--- src/rtl/ex_redirect.sv ---
// EX-stage redirect controller: resolves jumps/branches and memory-indirect jumps
// into a registered PC redirect pulse, a two-cycle pipeline flush and a stall.
module ex_redirect #(
    parameter int DATA_W  = 32,
    parameter int COUNT_W = 16
) (
    input  logic              clk,
    input  logic              rst_n,
    input  logic              branch_neg,
    input  logic              branch_zero,
    input  logic              jump,
    input  logic              jumpmem,
    input  logic [DATA_W-1:0] rs,
    input  logic              alu_zero,
    input  logic              alu_neg,
    input  logic [DATA_W-1:0] mem_rdata,
    input  logic              mem_rvalid,
    output logic              mem_req,
    output logic [DATA_W-1:0] mem_addr,
    output logic              pc_redirect,
    output logic [DATA_W-1:0] pc_target,
    output logic              flush,
    output logic              stall,
    output logic [COUNT_W-1:0] redirect_count
);

    typedef enum logic [1:0] {
        IDLE    = 2'd0,
        MEMWAIT = 2'd1,
        FLUSH   = 2'd2
    } state_t;

    state_t state_q, state_d;

    logic               flush_last_q, flush_last_d;
    logic               mem_req_q, mem_req_d;
    logic               stall_q, stall_d;
    logic               pc_redirect_q, pc_redirect_d;
    logic               flush_q, flush_d;
    logic [DATA_W-1:0]  mem_addr_q, mem_addr_d;
    logic [DATA_W-1:0]  pc_target_q, pc_target_d;
    logic [COUNT_W-1:0] redirect_count_q, redirect_count_d;
    logic               take;
    logic               cond_taken;

    function automatic logic [COUNT_W-1:0] sat_inc(input logic [COUNT_W-1:0] v);
        return (v == {COUNT_W{1'b1}}) ? v : v + {{(COUNT_W-1){1'b0}}, 1'b1};
    endfunction

    assign cond_taken = jump | (branch_zero & alu_zero) | (branch_neg & alu_neg);

    always_comb begin
        state_d          = state_q;
        flush_last_d     = flush_last_q;
        mem_req_d        = mem_req_q;
        stall_d          = stall_q;
        pc_redirect_d    = 1'b0;
        flush_d          = flush_q;
        mem_addr_d       = mem_addr_q;
        pc_target_d      = pc_target_q;
        redirect_count_d = redirect_count_q;
        take             = 1'b0;

        case (state_q)
            IDLE: begin
                if (jumpmem) begin
                    mem_addr_d = rs;
                    mem_req_d  = 1'b1;
                    stall_d    = 1'b1;
                    state_d    = MEMWAIT;
                end else if (cond_taken) begin
                    pc_target_d = rs;
                    take        = 1'b1;
                end
            end
            MEMWAIT: begin
                if (mem_rvalid) begin
                    pc_target_d = mem_rdata;
                    mem_req_d   = 1'b0;
                    stall_d     = 1'b0;
                    take        = 1'b1;
                end
            end
            FLUSH: begin
                // Inputs here belong to squashed instructions and are ignored.
                if (flush_last_q) begin
                    state_d      = IDLE;
                    flush_d      = 1'b0;
                    flush_last_d = 1'b0;
                end else begin
                    flush_last_d = 1'b1;
                end
            end
            default: begin
                state_d      = IDLE;
                flush_d      = 1'b0;
                flush_last_d = 1'b0;
                mem_req_d    = 1'b0;
                stall_d      = 1'b0;
            end
        endcase

        if (take) begin
            state_d          = FLUSH;
            flush_last_d     = 1'b0;
            pc_redirect_d    = 1'b1;
            flush_d          = 1'b1;
            redirect_count_d = sat_inc(redirect_count_q);
        end
    end

    always_ff @(posedge clk or negedge rst_n) begin
        if (!rst_n) begin
            state_q          <= IDLE;
            flush_last_q     <= 1'b0;
            mem_req_q        <= 1'b0;
            stall_q          <= 1'b0;
            pc_redirect_q    <= 1'b0;
            flush_q          <= 1'b0;
            mem_addr_q       <= '0;
            pc_target_q      <= '0;
            redirect_count_q <= '0;
        end else begin
            state_q          <= state_d;
            flush_last_q     <= flush_last_d;
            mem_req_q        <= mem_req_d;
            stall_q          <= stall_d;
            pc_redirect_q    <= pc_redirect_d;
            flush_q          <= flush_d;
            mem_addr_q       <= mem_addr_d;
            pc_target_q      <= pc_target_d;
            redirect_count_q <= redirect_count_d;
        end
    end

    assign mem_req        = mem_req_q;
    assign stall          = stall_q;
    assign pc_redirect    = pc_redirect_q;
    assign flush          = flush_q;
    assign mem_addr       = mem_addr_q;
    assign pc_target      = pc_target_q;
    assign redirect_count = redirect_count_q;

endmodule

--- config.mk ---
export PLATFORM = sky130hd
export DESIGN_NAME = ex_redirect
export DESIGN_NICKNAME = d
export VERILOG_FILES = /design/src/rtl/ex_redirect.sv
export SDC_FILE = /design/constraint.sdc
export NUM_CORES = 1
export LEC_CHECK = 0
export CORE_UTILIZATION = 46
export DETAILED_ROUTE_END_ITERATION = 7
export PLACE_DENSITY = 0.86
export REMOVE_ABC_BUFFERS = 1
export SYNTH_ARGS = -nofsm -noshare
export SYNTH_HDL_FRONTEND = slang
export SYNTH_SLANG_ARGS = --single-unit
--- constraint.sdc ---
create_clock -name clk -period 5.4 [get_ports clk]
set_input_delay 0.54 -clock clk [delete_from_list [all_inputs] [get_ports clk]]
set_output_delay 0.54 -clock clk [all_outputs]
set_load 0.01 [all_outputs]
* Word level (Yosys, flattened, before mapping) *
Cells that the tools add are included.

storage, ports and cells
  bits of input ports = 73
  logic and storage cells = 57
  register bits = 86

operators by class
  reductions and logical operators = 9
  mux-type cells = 22
  bitwise gates (word level) = 6
  eq/ne operators = 11
  $add $sub $neg = 1

operators with widths
  kind                                                   count
  two-way mux 32 bit                                     3
  case mux 32 bit (2 select lines)                       1
  adder 16 x 1 -> 16 bit, second input constant          1
  equality test 16 bit, second input constant            1
  two-way mux 1 bit                                      10
  inequality test 2 bit, second input constant           5
  two-way mux 2 bit                                      3
  inequality test 3 bit, second input constant           2
  case mux 1 bit (2 select lines)                        3
  case mux 2 bit (3 select lines)                        1
  AND reduction 2 bit                                    3
  AND reduction 3 bit                                    2
  AND reduction 4 bit                                    1
  case mux 1 bit (3 select lines)                        1
  AND 1 bit                                              2
  equality test 2 x 1 -> 1 bit, second input constant    1
  equality test 2 bit, second input constant             1
  zero test 2 bit                                        1
  inequality test 2 x 1 -> 1 bit, second input constant  1
  NOT 1 bit                                              2
  bitwise OR 1 bit                                       2
  nonzero test 2 bit                                     1
  OR reduction 2 bit                                     1

* Longest topological paths before layout *
  word-level depth = 8
  gate-level depth with buffers = 8
  mapped depth without buffers = 6

* Least setup slack after synthesis *
OpenSTA, ideal clock, no wires.

  path type = input-to-reg
  start point = input jumpmem
  end point = register redirect_count_q[10], in the netlist redirect_count[10]
  stages on the path = 6
  required time = 5274 ps
  slack = 3472 ps
  data arrival time = 1801 ps
  path buffers = 1
  path through = nor2b_2 -> a211oi_2 -> nand2_2 -> buf_6 -> or4_4 -> xnor2_2

between the ends
  longest elaborated chain between the ends = 3

ends and longest elaborated chain
  element                          line  RTL
  start: declaration               12    input logic jumpmem,
  two-way mux 1 bit                66    if (jumpmem) begin
  case mux 1 bit (2 select lines)  64    case (state_q)
  AND reduction 2 bit (no line)    -
  end signal: assignment           132   redirect_count_q <= redirect_count_d;
  end: declaration                 42    logic [COUNT_W-1:0] redirect_count_q, redirect_count_d;

No other way between the ends.
A chain may end at the register's enable or synchronous reset.

* Worst setup path after layout *
  start point = input jumpmem
  end point = register redirect_count_q[15], in the netlist redirect_count[15]

Same word-level chain as after synthesis.

==> parameters.txt <==
Parameter                              Value

Floorplanning
  Io pins ... 157
  Core Footprint ... between 7000 and 8000 µm²
  Initial standard-cell utilization of the core ... 0.4768
  DIE AREA ... 8414 µm²
  Height of the chip ... between 90 and 100 µm
  Horizontal die dimension ... 91.73 µm
  Cell Rows ... 32

Yosys
  Fraction of the yosys area taken by sequential cells ... 0.5811
  Leading register cell type out of synthesis ... sky130_fd_sc_hd__dfrtp_1
  Post-synthesis async set-or-reset flop share ... 1.000
  Syn avg cell area ... 12.10 µm²
  YS warnings ... 0
  Post-Syn Area ... between 3000 and 4000 µm²
  #FFs+latches synth ... 86
  Post-synth EDFFs ... 0
  Number of distinct standard cells referenced by the synthesized netlist ... 38
  Post-synthesis cell count ... slightly above 300

Clock network
  Reg clk slew, reported paths ... approximately 0.090 ns
  H-tree depth reported by CTS ... 3
  Clock root buffer master ... sky130_fd_sc_hd__clkbuf_8
  Number of gates resized after CTS ... 0
  Sinks on Clock Net ... 86
  TritonCTS buffer count ... 9
  Maximum clock path buffer count ... 2
  Clock latency reported for the late side of the worst-skew pair ... 0.35 ns
  Post-CTS Hold Fix Bufs ... 0
  TritonCTS clock tree ... built
  Buffer count from post-CTS setup fixing ... 0

Detailed routing
  Antenna Nets Post-Route ... 0
  Pre-antenna DRT Iters ... 4
  1st-iter DRT viols ... about 110
  Routed vias/inst ... between 5 and 6
  Overall routed net length ... between 8000 and 9000 µm
  WL per Instance ... roughly 16 µm
  Via Count ... about 2,900
  DR DRC count ... 0

Global route
  Maximum number of pins on one net before global-route repair ... slightly below 90
  Total routing resource utilization after global routing ... 0.2204
  Antenna violations before repair ... 0
  Via count of the first global-routing pass ... 2,971
  Wire length of the first global-routing pass ... approximately 14,000 µm
  Congestion Overflow GR ... 0

Critical path
  Crit. End Element ... flop
  Worst EP required ... approximately 5.6 ns
  Slowest cell on the critical path ... sky130_fd_sc_hd__or4_1
  Worst setup path class ... in2reg
  Element type at the critical path start ... input pin
  Slowest stage delay, CP ... around 0.57 ns
  Cells along the critical path ... clkdlybuf4s50_1 > nor2b_2 > a211oi_2 > nand2_2 > buf_4 > or4_1 > xnor2_1
  Data arrival time of the worst path ... 2.84 ns
  Crit path max fanout ... 40

Power and ir drop
  Leakage power of the design ... 0.002468 µW
  Total power after layout ... just over 3000 µW
  Net switching power ... 1010 µW
  Share of total power in combinational logic ... 0.464
  Worst supply voltage drop on vdd ... 0.2307 mV
  Total power divided by cell area ... about 550 nW/µm²
  Internal Power ... 2031 µW
  Sequential group share of total power ... 0.371
  Fraction of power spent switching nets ... 0.3322
  Power share of the clock group ... 0.164

STA
  Relative slew slack ... 0.2984
  Setup-violating endpoint count in the final report ... 0
  Final min period ... approximately 2.6 ns
  Worst-margin pin slew ... between 1 and 1.5 ns
  Final setup skew ... 0.01146 ns
  Maximum operating frequency ... ~380 MHz
  Setup repair after global routing missed its margin ... false
  Sum of negative setup slack ... 0 ns
  Number of hold violations in the final report ... 0
  Max Slew Vio Count ... 0
  Fraction of the cycle the final worst path needs ... 0.4850

Layout
  Syn-to-layout area delta ... 49.73%
  Share of the core filled with cells in the final layout ... 0.7139
  Total inserted antenna cells ... 0
  Ratio of cells with drive above 1 in the final layout ... 0.1302
  Cell area after layout ... roughly 5500 µm²
  Number of nets in the layout ... 531

Status
  Status ... finished clean

Placed design
  Instance area at placement ... between 5000 and 6000 µm²
  DP HPWL ... between 6000 and 7000 µm
  Global placement routability congestion ... between 0.7 and 0.8
  Number of input and output port buffers inserted ... approximately 160

Flow run
  Max Cap Violations ... 0

Worst hold path
  Path category of the worst min-delay check ... in2async
[cell usage after synthesis, types with 2 or more instances]
cell	number	area share
sky130_fd_sc_hd__and3_1	3	0.0051
sky130_fd_sc_hd__buf_2	7	0.0095
sky130_fd_sc_hd__clkbuf_1	7	0.0071
sky130_fd_sc_hd__dfrtp_1	86	0.58
sky130_fd_sc_hd__inv_1	4	0.0041
sky130_fd_sc_hd__mux2_2	35	0.11
sky130_fd_sc_hd__mux2i_1	32	0.086
sky130_fd_sc_hd__nand2_1	42	0.043
sky130_fd_sc_hd__nand3_1	8	0.011
sky130_fd_sc_hd__nand4_1	3	0.0051
sky130_fd_sc_hd__nor2_1	2	0.0020
sky130_fd_sc_hd__nor3_1	2	0.0027
sky130_fd_sc_hd__nor4_1	4	0.0068
sky130_fd_sc_hd__o21ai_0	34	0.046
sky130_fd_sc_hd__or3_1	2	0.0034
sky130_fd_sc_hd__or4_1	3	0.0061
sky130_fd_sc_hd__xnor2_1	9	0.021
sky130_fd_sc_hd__xor2_1	3	0.0071
[final timing paths]
check	start	endpoint	slack [ns]	cells past startpoint
min in group clk	pc_target[16]$_DFFE_PN0P_	pc_target[16]$_DFFE_PN0P_	0.48	2
max in group asynchronous	rst_n	mem_addr[19]$_DFFE_PN0P_	4.34	1
min reg2reg	pc_target[16]$_DFFE_PN0P_	pc_target[16]$_DFFE_PN0P_	0.48	2
min	rst_n	pc_target[13]$_DFFE_PN0P_	0.37	1
max	jumpmem	redirect_count[15]$_DFFE_PN0P_	2.78	7
max reg2reg	state_q[0]$_DFFE_PN0P_	redirect_count[1]$_DFFE_PN0P_	2.94	7
[registers in the layout (all words and copies together) (netlist names)]
name            count
mem_addr           32
pc_target          32
stall               1
flush_last_q        1
flush               1
redirect_count     16
pc_redirect         1
state_q             2
[cell type report]
class / instances / area, µm²
clock inverter: 3 / 67.56
fill: 566 / 2222
clock buffer: 12 / 155.1
timing repair buffer: 157 / 1567
multi-input combinational: 199 / 1461
sequential: 86 / 2152
tap: 102 / 127.6
inverter: 4 / 15.01
[power by group through the flow]
stage	logic [µW]	registers (µW)	clock network, µW
floorplan	519	1250	0
global placement	1400	1120	0
detailed placement	1430	1140	0
CTS	1430	1130	512
global route	1520	1170	541
finish	1410	1130	500
[per-layer routing]
layer  share of wire  vias to the layer above  track usage  wire length (µm)
met5               0                        -            0                 0
met4          0.0085                        0      0.07422                74
met3           0.074                        9      0.06136               647
met2            0.50                       97       0.3697              4375
met1            0.42                     1423       0.2755              3653
li1                -                     1375            -                 -
[metrics by stage]
| step | setup WS (ns) | std cells | hold slack [ns] |
|---|---|---|---|
| floorplan | 2.653 | 289 | 0.2444 |
| global placement | 2.488 | 548 | 0.4599 |
| detailed placement | 2.414 | 548 | 0.4694 |
| CTS | 2.780 | 563 | 0.4135 |
| global route | 2.634 | 563 | 0.4670 |
| finish | 2.781 | 563 | 0.3728 |
[cells by family (layout without fill, tap and decap cells)]
family / after synthesis / count (layout) / share of synthesized area
adders and majority gates: 1 / 1 / 0.003378
buffers and inverters: 21 / 176 / 0.02669
and+or+nand+nor: 78 / 78 / 0.1047
muxes: 67 / 67 / 0.1929
AOI/OAI and AO/OA: 40 / 40 / 0.05845
DFF: 86 / 86 / 0.5811
xor gates and xnor gates: 13 / 13 / 0.03277
[worst max-delay path: cells and delay by family]
kind | cells | cell delay [ns]
AOI/OAI and AO/OA | 1 | 0.22
xor gates and xnor gates | 1 | 0.14
buffers and inverters | 2 | 0.81
and+or+nand+nor | 3 | 1.11
[placed cells by master (no fill, tap or decap), drive strengths merged, types with 2 or more instances in the layout]
| cell | n |
|---|---|
| mux2 | 35 |
| and3 | 3 |
| mux2i | 32 |
| nor3 | 3 |
| inv | 4 |
| xor2 | 3 |
| or4 | 4 |
| buf | 2 |
| clkbuf | 12 |
| or3 | 2 |
| o21ai | 34 |
| xnor2 | 10 |
| nor2b | 2 |
| bufinv | 2 |
| dfrtp | 86 |
| nor2 | 2 |
| nor4 | 4 |
| a211oi | 2 |
| clkdlybuf4s50 | 155 |
| nand4 | 4 |
| nand2 | 43 |
| nand3 | 8 |
(Power assumes the default switching activity.)
